### src/rtl/logaritmo_entero.sv
// Sequential integer logarithm: resultado = floor(log_base(valor)), exacto when base**resultado == valor.
// Latency: listo pulses k+2 cycles after the accepting edge (1 cycle for invalid operands).
// Backpressure: none; inicio is ignored while ocupado is high, requests are not queued.
//
// Ports:
//   clk_i        rising-edge clock
//   rst_i        synchronous active-high reset
//   inicio_i     start request, sampled only when idle
//   base_i       logarithm base, captured on accept
//   valor_i      argument, captured on accept
//   resultado_o  floor(log_base(valor)), held until the next completion
//   exacto_o     base**resultado == valor
//   error_o      base < 2 or valor == 0
//   listo_o      one-cycle done pulse
//   ocupado_o    computation in progress (CALCULO or FIN)
module logaritmo_entero #(
  parameter int M = 4
) (
  input  logic         clk_i,
  input  logic         rst_i,
  input  logic         inicio_i,
  input  logic [M-1:0] base_i,
  input  logic [M-1:0] valor_i,
  output logic [M-1:0] resultado_o,
  output logic         exacto_o,
  output logic         error_o,
  output logic         listo_o,
  output logic         ocupado_o
);

  typedef enum logic [1:0] {
    REPOSO  = 2'd0,
    CALCULO = 2'd1,
    FIN     = 2'd2
  } estado_t;

  estado_t          estado_q, estado_d;
  logic [M-1:0]     base_q, base_d;
  logic [M-1:0]     valor_q, valor_d;
  logic [2*M-1:0]   acum_q, acum_d;
  logic [M-1:0]     cuenta_q, cuenta_d;
  logic [M-1:0]     resultado_q, resultado_d;
  logic             exacto_q, exacto_d;
  logic             error_q, error_d;
  logic             listo_q, listo_d;

  logic [2*M-1:0]   base_ext;
  logic [2*M-1:0]   valor_ext;
  logic [2*M-1:0]   producto;
  logic             entrada_invalida;

  // acum never exceeds valor (< 2^M), so a 2M-bit product cannot wrap.
  assign base_ext  = {{M{1'b0}}, base_q};
  assign valor_ext = {{M{1'b0}}, valor_q};
  assign producto  = acum_q * base_ext;

  // base < 2 means every bit above bit 0 is clear.
  assign entrada_invalida = (base_i[M-1:1] == '0) || (valor_i == '0);

  always_comb begin
    estado_d    = estado_q;
    base_d      = base_q;
    valor_d     = valor_q;
    acum_d      = acum_q;
    cuenta_d    = cuenta_q;
    resultado_d = resultado_q;
    exacto_d    = exacto_q;
    error_d     = error_q;
    // listo is registered off the FIN state, so it appears in the first
    // idle cycle after FIN, when resultado/exacto/error are already stable.
    listo_d     = (estado_q == FIN);

    case (estado_q)
      REPOSO: begin
        if (inicio_i) begin
          base_d   = base_i;
          valor_d  = valor_i;
          acum_d   = (2*M)'(1);
          cuenta_d = '0;
          if (entrada_invalida) begin
            resultado_d = '0;
            exacto_d    = 1'b0;
            error_d     = 1'b1;
            estado_d    = FIN;
          end else begin
            estado_d = CALCULO;
          end
        end
      end

      CALCULO: begin
        if (producto <= valor_ext) begin
          acum_d   = producto;
          cuenta_d = cuenta_q + M'(1);
        end else begin
          resultado_d = cuenta_q;
          exacto_d    = (acum_q == valor_ext);
          error_d     = 1'b0;
          estado_d    = FIN;
        end
      end

      FIN: begin
        estado_d = REPOSO;
      end

      default: begin
        estado_d = REPOSO;
      end
    endcase
  end

  always_ff @(posedge clk_i) begin
    if (rst_i) begin
      estado_q    <= REPOSO;
      base_q      <= '0;
      valor_q     <= '0;
      acum_q      <= '0;
      cuenta_q    <= '0;
      resultado_q <= '0;
      exacto_q    <= 1'b0;
      error_q     <= 1'b0;
      listo_q     <= 1'b0;
    end else begin
      estado_q    <= estado_d;
      base_q      <= base_d;
      valor_q     <= valor_d;
      acum_q      <= acum_d;
      cuenta_q    <= cuenta_d;
      resultado_q <= resultado_d;
      exacto_q    <= exacto_d;
      error_q     <= error_d;
      listo_q     <= listo_d;
    end
  end

  assign resultado_o = resultado_q;
  assign exacto_o    = exacto_q;
  assign error_o     = error_q;
  assign listo_o     = listo_q;
  assign ocupado_o   = (estado_q != REPOSO);

endmodule
### config.mk
export PLATFORM = sky130hd
export DESIGN_NAME = logaritmo_entero
export DESIGN_NICKNAME = d
export VERILOG_FILES = /design/src/rtl/logaritmo_entero.sv
export SDC_FILE = /design/constraint.sdc
export NUM_CORES = 1
export LEC_CHECK = 0
export ABC_AREA = 1
export CORE_ASPECT_RATIO = 1.4
export CORE_MARGIN = 3
export CORE_UTILIZATION = 62
export DETAILED_ROUTE_END_ITERATION = 8
export PLACE_DENSITY_LB_ADDON = 0.15
export SLEW_MARGIN = 20
export SYNTH_ARGS = -nofsm -noshare
export SYNTH_HDL_FRONTEND = slang
export SYNTH_SLANG_ARGS = --single-unit
### constraint.sdc
create_clock -name clk_i -period 10 [get_ports clk_i]
set_input_delay 2.5 -clock clk_i [delete_from_list [all_inputs] [get_ports clk_i]]
set_output_delay 2.5 -clock clk_i [all_outputs]
set_load 0.005 [all_outputs]
==> run_results.csv, run 1 <==
group,metric,value,unit
synthesis,flip_flop_and_latch_count_after_synthesis,29,
floorplanning,starting_density_of_the_core,65.60,%
clocking,cts_buffers,5,
synthesis,synth.yosys.seq_area_share,28.07,%
clocking,clk_root_buffer_cell,"sky130_fd_sc_hd__clkbuf_8",
synthesis,synth_top_family_by_area,"simple AND/OR/NAND/NOR gates",
critical_path,critical_path_required,10190,ps
floorplanning,floorplan.io_pins,19,
placement,hpwlAfterDp,3387,µm
critical_path,worstSetupStartpointType,"register",
placement,dpl-instance-area,2222,µm²
critical_path,critical_path_arrival,4260,ps
critical_path,critical_path_class,"reg -> reg",
global_route,grt_usage,24.12,%
global_route,met1_usage,25.03,%
routing,via_count,1807,
cells_and_area,drive_gt1_share,8.754,%
critical_path,total_buffers_and_inverters_traversed_by_the_critical_path,4,
floorplanning,die_y,74.34,µm
routing,first_iter_violations,28,
synthesis,synth_top_cells_by_area,"sky130_fd_sc_hd__dfxtp_1 (28%), sky130_fd_sc_hd__nand2_1 (11%), sky130_fd_sc_hd__fa_1 (8.7%), sky130_fd_sc_hd__inv_1 (8.3%), sky130_fd_sc_hd__ha_1 (7.9%)",
critical_path,cpMaxStageDelayCell,"sky130_fd_sc_hd__fa_1",
floorplanning,floorplan.rows,24,
synthesis,synth_top_cells_by_count,"sky130_fd_sc_hd__nand2_1 (60), sky130_fd_sc_hd__inv_1 (46), sky130_fd_sc_hd__dfxtp_1 (29), sky130_fd_sc_hd__nor2_1 (23), sky130_fd_sc_hd__a21oi_1 (22)",
cells_and_area,area_growth_syn_to_layout,12.34,%
power,power.leakage,1.152,nW
worst_hold_path,holdCritPathClass,"reg -> reg",
timing,grt_setup_unrepaired,"false",
power,share_of_total_power_consumed_by_net_switching,35.99,%
timing,finalCriticalPeriod,4066,ps
global_route,globalRoute.totalOverflow,0,
power,clock_power_share,28.8,%
global_route,grt_use_met3,3.808,%
power,p_per_area,155.3,nW/µm²
placement,gpl.final_weighted_congestion,0.8206,
cells_and_area,num_antenna_cells,0,
synthesis,yosys-mux-area-fraction,0,%
synthesis,synth-simple-area-share,31.16,%
power,part_of_the_total_power_dissipated_in_combinational_logic,30.7,%
power,power.sequential.fraction,40.4,%
global_route,first_global_vias,1700,
critical_path,timing.reg2reg.worst_path_depth,19,
timing,fin_crit_sh,40.66,%
critical_path,timing.critical_path.depth,19,
synthesis,post-synth-top-count-cell,"sky130_fd_sc_hd__nand2_1",
clocking,cts_post_setup_buffers_inserted,0,
power,power.ir.vdd_worst,0.0001937,V
floorplanning,die_width,54.82,µm
synthesis,synth_top_cell_by_area,"sky130_fd_sc_hd__dfxtp_1",
clocking,clock_sink_count,29,
timing,clock_skew,6.994,ps
global_route,busiest_layer,"met2",
synthesis,yosys_warnings,0,
cells_and_area,finalInstanceArea,2323,µm²
synthesis,yosys.area_share.xor_xnor,2.904,%
clocking,clock_latency_late_sink,280,ps
synthesis,synthesis.instances,282,
synthesis,post_synth_fa_ha_maj_area_fraction,16.58,%
run_status,status,"complete, no violations",
timing,final.hold.worst_slack,465.9,ps
critical_path,critical_path.endpoint_type,"register",
timing,clock.fmax,0.2459,GHz
clocking,postCtsHoldBufs,0,
routing,routed_wl,4270,µm
synthesis,syn_area,2068,µm²
timing,worst_slew_pin_slew,715.1,ps
placement,io_buffers,18,
clocking,register_clock_pin_slew_on_the_reported_worst_setup_and_hold_paths,60,ps
global_route,grt_first_pass_wirelength,7217,µm
clocking,cts_resized,0,
clocking,cts_max_path_buffers,2,
power,power.net_switching,0.0001299,W
timing,maxSlewHeadroom,52.18,%
cells_and_area,fin_nets,329,
clocking,cts_tree,"yes",
floorplanning,dieArea,4075,µm²
cells_and_area,num-fill-cells,269,
synthesis,mappedNetlistNets,315,
timing,finalMaxSlewViolations,0,
worst_hold_path,timing.hold.worst_path_depth,2,
global_route,grt_antenna_before_repair,0,
timing,totalNegativeSetupSlack,0,ps
global_route,grt_max_degree,22,
routing,iteration_count_of_the_initial_detailed_routing_pass,4,
power,power_report.internal_total,0.0002310,W
routing,detail-route-antenna-nets,0,
synthesis,async_flop_share,0,%
synthesis,synth_top_area_share,28.07,%
synthesis,synthesized_area_divided_by_synthesized_cell_count,7.334,µm²
critical_path,crit_fanout,15,
synthesis,yosys_most_used_dff,"sky130_fd_sc_hd__dfxtp_1",
critical_path,crit_top_cell,"sky130_fd_sc_hd__nand2_1",
global_route,grtUsageMet2,45.66,%
flow_run,max_cap_violations,0,
synthesis,synth.distinct_cells,29,
floorplanning,core_area,3153,µm²
critical_path,cpPeakStageDelay,620,ps
timing,setup-violations-final,0,
synthesis,synth_enable_flop_cells,0,
critical_path,cp_top_family,"adder cells",
clocking,cts_max_level,2,
timing,hold_viol_final,0,
critical_path,path_cells,"nand2_1, fa_1, inv_1, fa_1, inv_1, fa_1, inv_1, ha_1, nand2_1, inv_1, nand2_1, nand2_1, nand2_1, nand3_1, nor2_4, nand3_4, nand3_2, nand2_1, a21oi_1",
routing,routed_via_density,5.378,
synthesis,synth_compound_area_share,9.135,%
routing,post-route-drc-count,0,
routing,wl_per_cell,12.71,µm
metrics by stage:
step           utilization [%]  setup slack [ps]  total power [W]  std cells
4_1_cts                  73.69              5902        0.0003627        336
3_3_place_gp             70.48              5908        0.0002563        328
5_1_grt                  73.69              5627        0.0003826        336
2_1_floorplan                -              6356        0.0002323        282
6_report                 73.69              5934        0.0003610        336
3_5_place_dp             70.48              5816        0.0002588        328
worst min-delay path, stage by stage, from the launching register on:
cell and delay [ps]:
sky130_fd_sc_hd__dfxtp_1 310, sky130_fd_sc_hd__nand2_1 60, sky130_fd_sc_hd__a21oi_1 50
area by class of cell:
class	count	area, µm²	share of cell area, %
inverter	47	176.4	7.593
clock inverter	1	5.005	0.2154
tap	39	48.80	2.100
timing repair buffer	18	180.2	7.754
clock buffer	7	96.34	4.146
sequential	29	580.6	24.99
multi-input combinational	195	1236	53.20
layer usage:
| layer | vias up | routed length (µm) |
|---|---|---|
| met5 | - | 0 |
| met1 | 852 | 1690 |
| met4 | 0 | 65 |
| li1 | 923 | - |
| met2 | 24 | 2406 |
| met3 | 8 | 107 |
logic make-up after synthesis:
logic type               after synthesis
XOR/XNOR                               6
adder cells (fa/ha/maj)               22
AO/OA/AOI/OAI                         36
flip-flops                            29
buffers and inverters                 58
AND/OR/NAND/NOR                      131
worst paths after layout:
path	start	end	slack [ps]
setup / recovery	base_q[2]	error_o	5930
hold reg to reg	resultado_o[3]	resultado_o[3]	470
hold / removal	resultado_o[3]	resultado_o[3]	470
setup reg to reg	base_q[2]	error_o	5930
cell usage in the layout (no fill, tap or decap), drive strengths merged:
| cell type | netlist | routed |
|---|---|---|
| o211ai | 1 | 1 |
| o21ai | 11 | 11 |
| nand3 | 25 | 25 |
| nand3b | 2 | 2 |
| nor2b | 1 | 1 |
| a211oi | 1 | 1 |
| fa | 9 | 9 |
| nor3 | 4 | 4 |
| nor2 | 24 | 24 |
| clkdlybuf4s50 | 0 | 18 |
| nand4 | 7 | 7 |
| nand2 | 65 | 65 |
| clkinv | 0 | 1 |
| ha | 13 | 13 |
| xnor2 | 1 | 1 |
| inv | 47 | 47 |
| dfxtp | 29 | 29 |
| nor3b | 3 | 3 |
| a21oi | 23 | 23 |
| clkbuf | 6 | 7 |
| xor2 | 5 | 5 |
sequential cells by signal (all words and copies together), names as in the netlist:
signal / count
valor_q: 4
error_o: 1
resultado_o: 4
acum_q: 8
exacto_o: 1
listo_o: 1
estado_q: 2
base_q: 4
cuenta_q: 4
power groups by stage:
stage               Sequential, W  Clock (W)  Combinational, W
global placement         0.000148          0          0.000108
finish                   0.000146   0.000104          0.000111
global route             0.000148   0.000109          0.000126
CTS                      0.000146   0.000106          0.000111
floorplan                0.000139          0         0.0000931
detailed placement       0.000148          0          0.000111
(Power assumes the default switching activity.)
==> run 2, diff against run 1 <==
--- a/config.mk
+++ b/config.mk
@@ -8,7 +8,7 @@
 export ABC_AREA = 1
 export CORE_ASPECT_RATIO = 1.4
 export CORE_MARGIN = 3
-export CORE_UTILIZATION = 62
+export CORE_UTILIZATION = 52
 export DETAILED_ROUTE_END_ITERATION = 8
 export PLACE_DENSITY_LB_ADDON = 0.15
 export SLEW_MARGIN = 20
==> constraint.sdc (replaced) <==
create_clock -name clk_i -period 3.6 [get_ports clk_i]
set_input_delay 0.9 -clock clk_i [delete_from_list [all_inputs] [get_ports clk_i]]
set_output_delay 0.9 -clock clk_i [all_outputs]
set_load 0.005 [all_outputs]
==> run 2 against run 1 <==
Via count increased by 5.5%. First-iteration DRC count rose to 2.9 times the previous value. Sequential power grew to 2.7 times the previous value. Critical path depth down 1. Largest power group is now combinational logic.
==> run_results.csv, run 2 (synthesized netlist as in run 1, its figures left out) <==
group,metric,value,unit
clocking,cts_buffers,5,
clocking,clock_latency_late_sink,280,ps
clocking,clk_root_buffer_cell,"sky130_fd_sc_hd__clkbuf_8",
placement,post-place-ws,-4.309,ps
floorplanning,starting_density_of_the_core,55.28,%
routing,iteration_count_of_the_initial_detailed_routing_pass,4,
critical_path,critical_path_arrival,3720,ps
routing,routed_wl,5088,µm
global_route,grtUsageMet2,41.25,%
cells_and_area,area_growth_syn_to_layout,24.68,%
cells_and_area,layout_commonest_cell,"sky130_fd_sc_hd__nand2_1",
placement,io_buffers,18,
routing,post-route-drc-count,0,
critical_path,crit_fanout,7,
placement,gpl.final_weighted_congestion,0.8152,
cells_and_area,largest_register_ffs,8,
power,power.leakage,1.253,nW
clocking,cts_tree,"yes",
routing,routed_via_density,5.372,
cells_and_area,num_antenna_cells,0,
cells_and_area,most-common-layout-cells,"sky130_fd_sc_hd__nand2_1 (51), sky130_fd_sc_hd__inv_1 (44), sky130_fd_sc_hd__nor2_1 (23), sky130_fd_sc_hd__dfxtp_1 (23), sky130_fd_sc_hd__clkdlybuf4s50_1 (18)",
cells_and_area,register_with_the_most_flip_flops,"acum_q",
worst_hold_path,holdCritPathClass,"reg -> reg",
timing,maxSlewHeadroom,49.63,%
timing,fin_crit_sh,99.04,%
power,p_per_area,458.8,nW/µm²
routing,detail-route-antenna-nets,0,
cells_and_area,drive_gt1_share,22.36,%
timing,finalMaxSlewViolations,0,
cells_and_area,final_core_utilization,68.93,%
routing,wl_per_cell,14.33,µm
critical_path,critical_path_class,"reg -> reg",
timing,clock_skew,4.396,ps
critical_path,reg2reg_setup_slack,30,ps
timing,grt_setup_unrepaired,"true",
clocking,clock_sink_count,29,
timing,setup-violations-final,0,
clocking,register_clock_pin_slew_on_the_reported_worst_setup_and_hold_paths,60,ps
timing,finalCriticalPeriod,3565,ps
power,power.ir.vdd_worst,0.0004233,V
global_route,grt_max_degree,23,
global_route,globalRoute.totalOverflow,0,
global_route,first_global_vias,1834,
clocking,cts_max_level,2,
floorplanning,floorplan.rows,26,
global_route,busiest_layer,"met2",
routing,first_iter_violations,80,
floorplanning,floorplan.io_pins,19,
floorplanning,dieArea,4781,µm²
floorplanning,die_width,59.30,µm
floorplanning,core_area,3741,µm²
global_route,grt_antenna_before_repair,0,
timing,clock.fmax,0.2805,GHz
timing,worst_slew_pin_slew,754.8,ps
critical_path,critical_path.endpoint_type,"register",
placement,hpwlAfterDp,3670,µm
critical_path,worstSetupStartpointType,"register",
cells_and_area,fin_nets,345,
run_status,status,"complete, no violations",
critical_path,critical_path_required,3760,ps
timing,hold_viol_final,0,
global_route,met1_usage,24.16,%
routing,via_count,1907,
clocking,cts_max_path_buffers,2,
timing,finalWorstSetupSlack,34.64,ps
global_route,grt_usage,22.35,%
global_route,grt_use_met3,2.572,%
global_route,grt_first_pass_wirelength,8100,µm
floorplanning,die_y,80.62,µm
flow_run,max_cap_violations,0,
==> run 2: cell count changes in the layout (fill, tap and decap cells not counted), moves of 7 or more <==
cell,previous run,this run
sky130_fd_sc_hd__buf_4,0,12
sky130_fd_sc_hd__a21oi_2,1,8
sky130_fd_sc_hd__nand2_1,60,51
sky130_fd_sc_hd__a21oi_1,22,15
sky130_fd_sc_hd__nand2_2,4,13
==> run 2: power breakdown <==
part	switching, W	total, W	internal [W]	leakage (nW)
clock network	0.000119	0.000344	0.000225	0.0585
logic	0.000267	0.000449	0.000182	0.955
registers	0.0000304	0.000391	0.000360	0.239
total	0.000416	0.00118	0.000767	1.25
==> run 2: final cells by class <==
type / instances / area (µm²)
Multi-Input combinational cell: 196 / 1341
Fill cell: 301 / 1162
Sequential cell: 29 / 588.1
Timing Repair Buffer: 33 / 304.0
Inverter: 47 / 176.4
Clock buffer: 7 / 86.33
Tap cell: 42 / 52.55
Clock inverter: 1 / 30.03
==> run 2: worst max-delay path: stages, from the launching register on <==
cell	delay (ps)
sky130_fd_sc_hd__dfxtp_2	350
sky130_fd_sc_hd__nand2_2	70
sky130_fd_sc_hd__fa_1	530
sky130_fd_sc_hd__inv_1	50
sky130_fd_sc_hd__fa_1	510
sky130_fd_sc_hd__inv_1	70
sky130_fd_sc_hd__fa_1	550
sky130_fd_sc_hd__inv_2	60
sky130_fd_sc_hd__ha_4	270
sky130_fd_sc_hd__nand2_2	50
sky130_fd_sc_hd__inv_2	60
sky130_fd_sc_hd__nand3_2	60
sky130_fd_sc_hd__nand2_1	90
sky130_fd_sc_hd__nand3_2	100
sky130_fd_sc_hd__nor2_4	140
sky130_fd_sc_hd__nand3_4	160
sky130_fd_sc_hd__buf_4	190
sky130_fd_sc_hd__nand3_1	80
sky130_fd_sc_hd__a21oi_2	70
==> run 2: metrics by stage <==
step | instances | cell area, µm² | hold slack [ps] | TNS, ps | total power [W]
final | 355 | 2579 | 473.1 | 0 | 0.001183
after global routing | 355 | 2579 | 495.5 | -1751 | 0.001243
after CTS | 354 | 2469 | 469.1 | 0 | 0.001119
after detailed placement | 344 | 2323 | 452.7 | -4.309 | 0.0007513
after global placement | 344 | 2323 | 453.4 | 0 | 0.0007455
after floorplan | 282 | 2069 | 450.1 | 0 | 0.0006458
==> run 2: final timing paths <==
check	depth (start not counted)	from	to
setup / recovery	18	acum_q[2]	acum_q[1]
hold / removal	2	resultado_o[3]	resultado_o[3]
setup reg to reg	18	acum_q[2]	acum_q[1]
hold reg to reg	2	resultado_o[3]	resultado_o[3]
==> run 2: repair_timing <==
action	4_1_cts	5_1_grt
pin swaps	1	11
setup endpoints to repair	12	20
gates resized for setup	3	33
buffers inserted	1	1
hold buffers	0	0
cloned	1	0
==> run 2: routing by layer <==
layer	share of wire, %	vias up
met2	55	35
met1	39	907
met4	3.6	0
met3	2.8	12
li1	-	953
met5	0	-
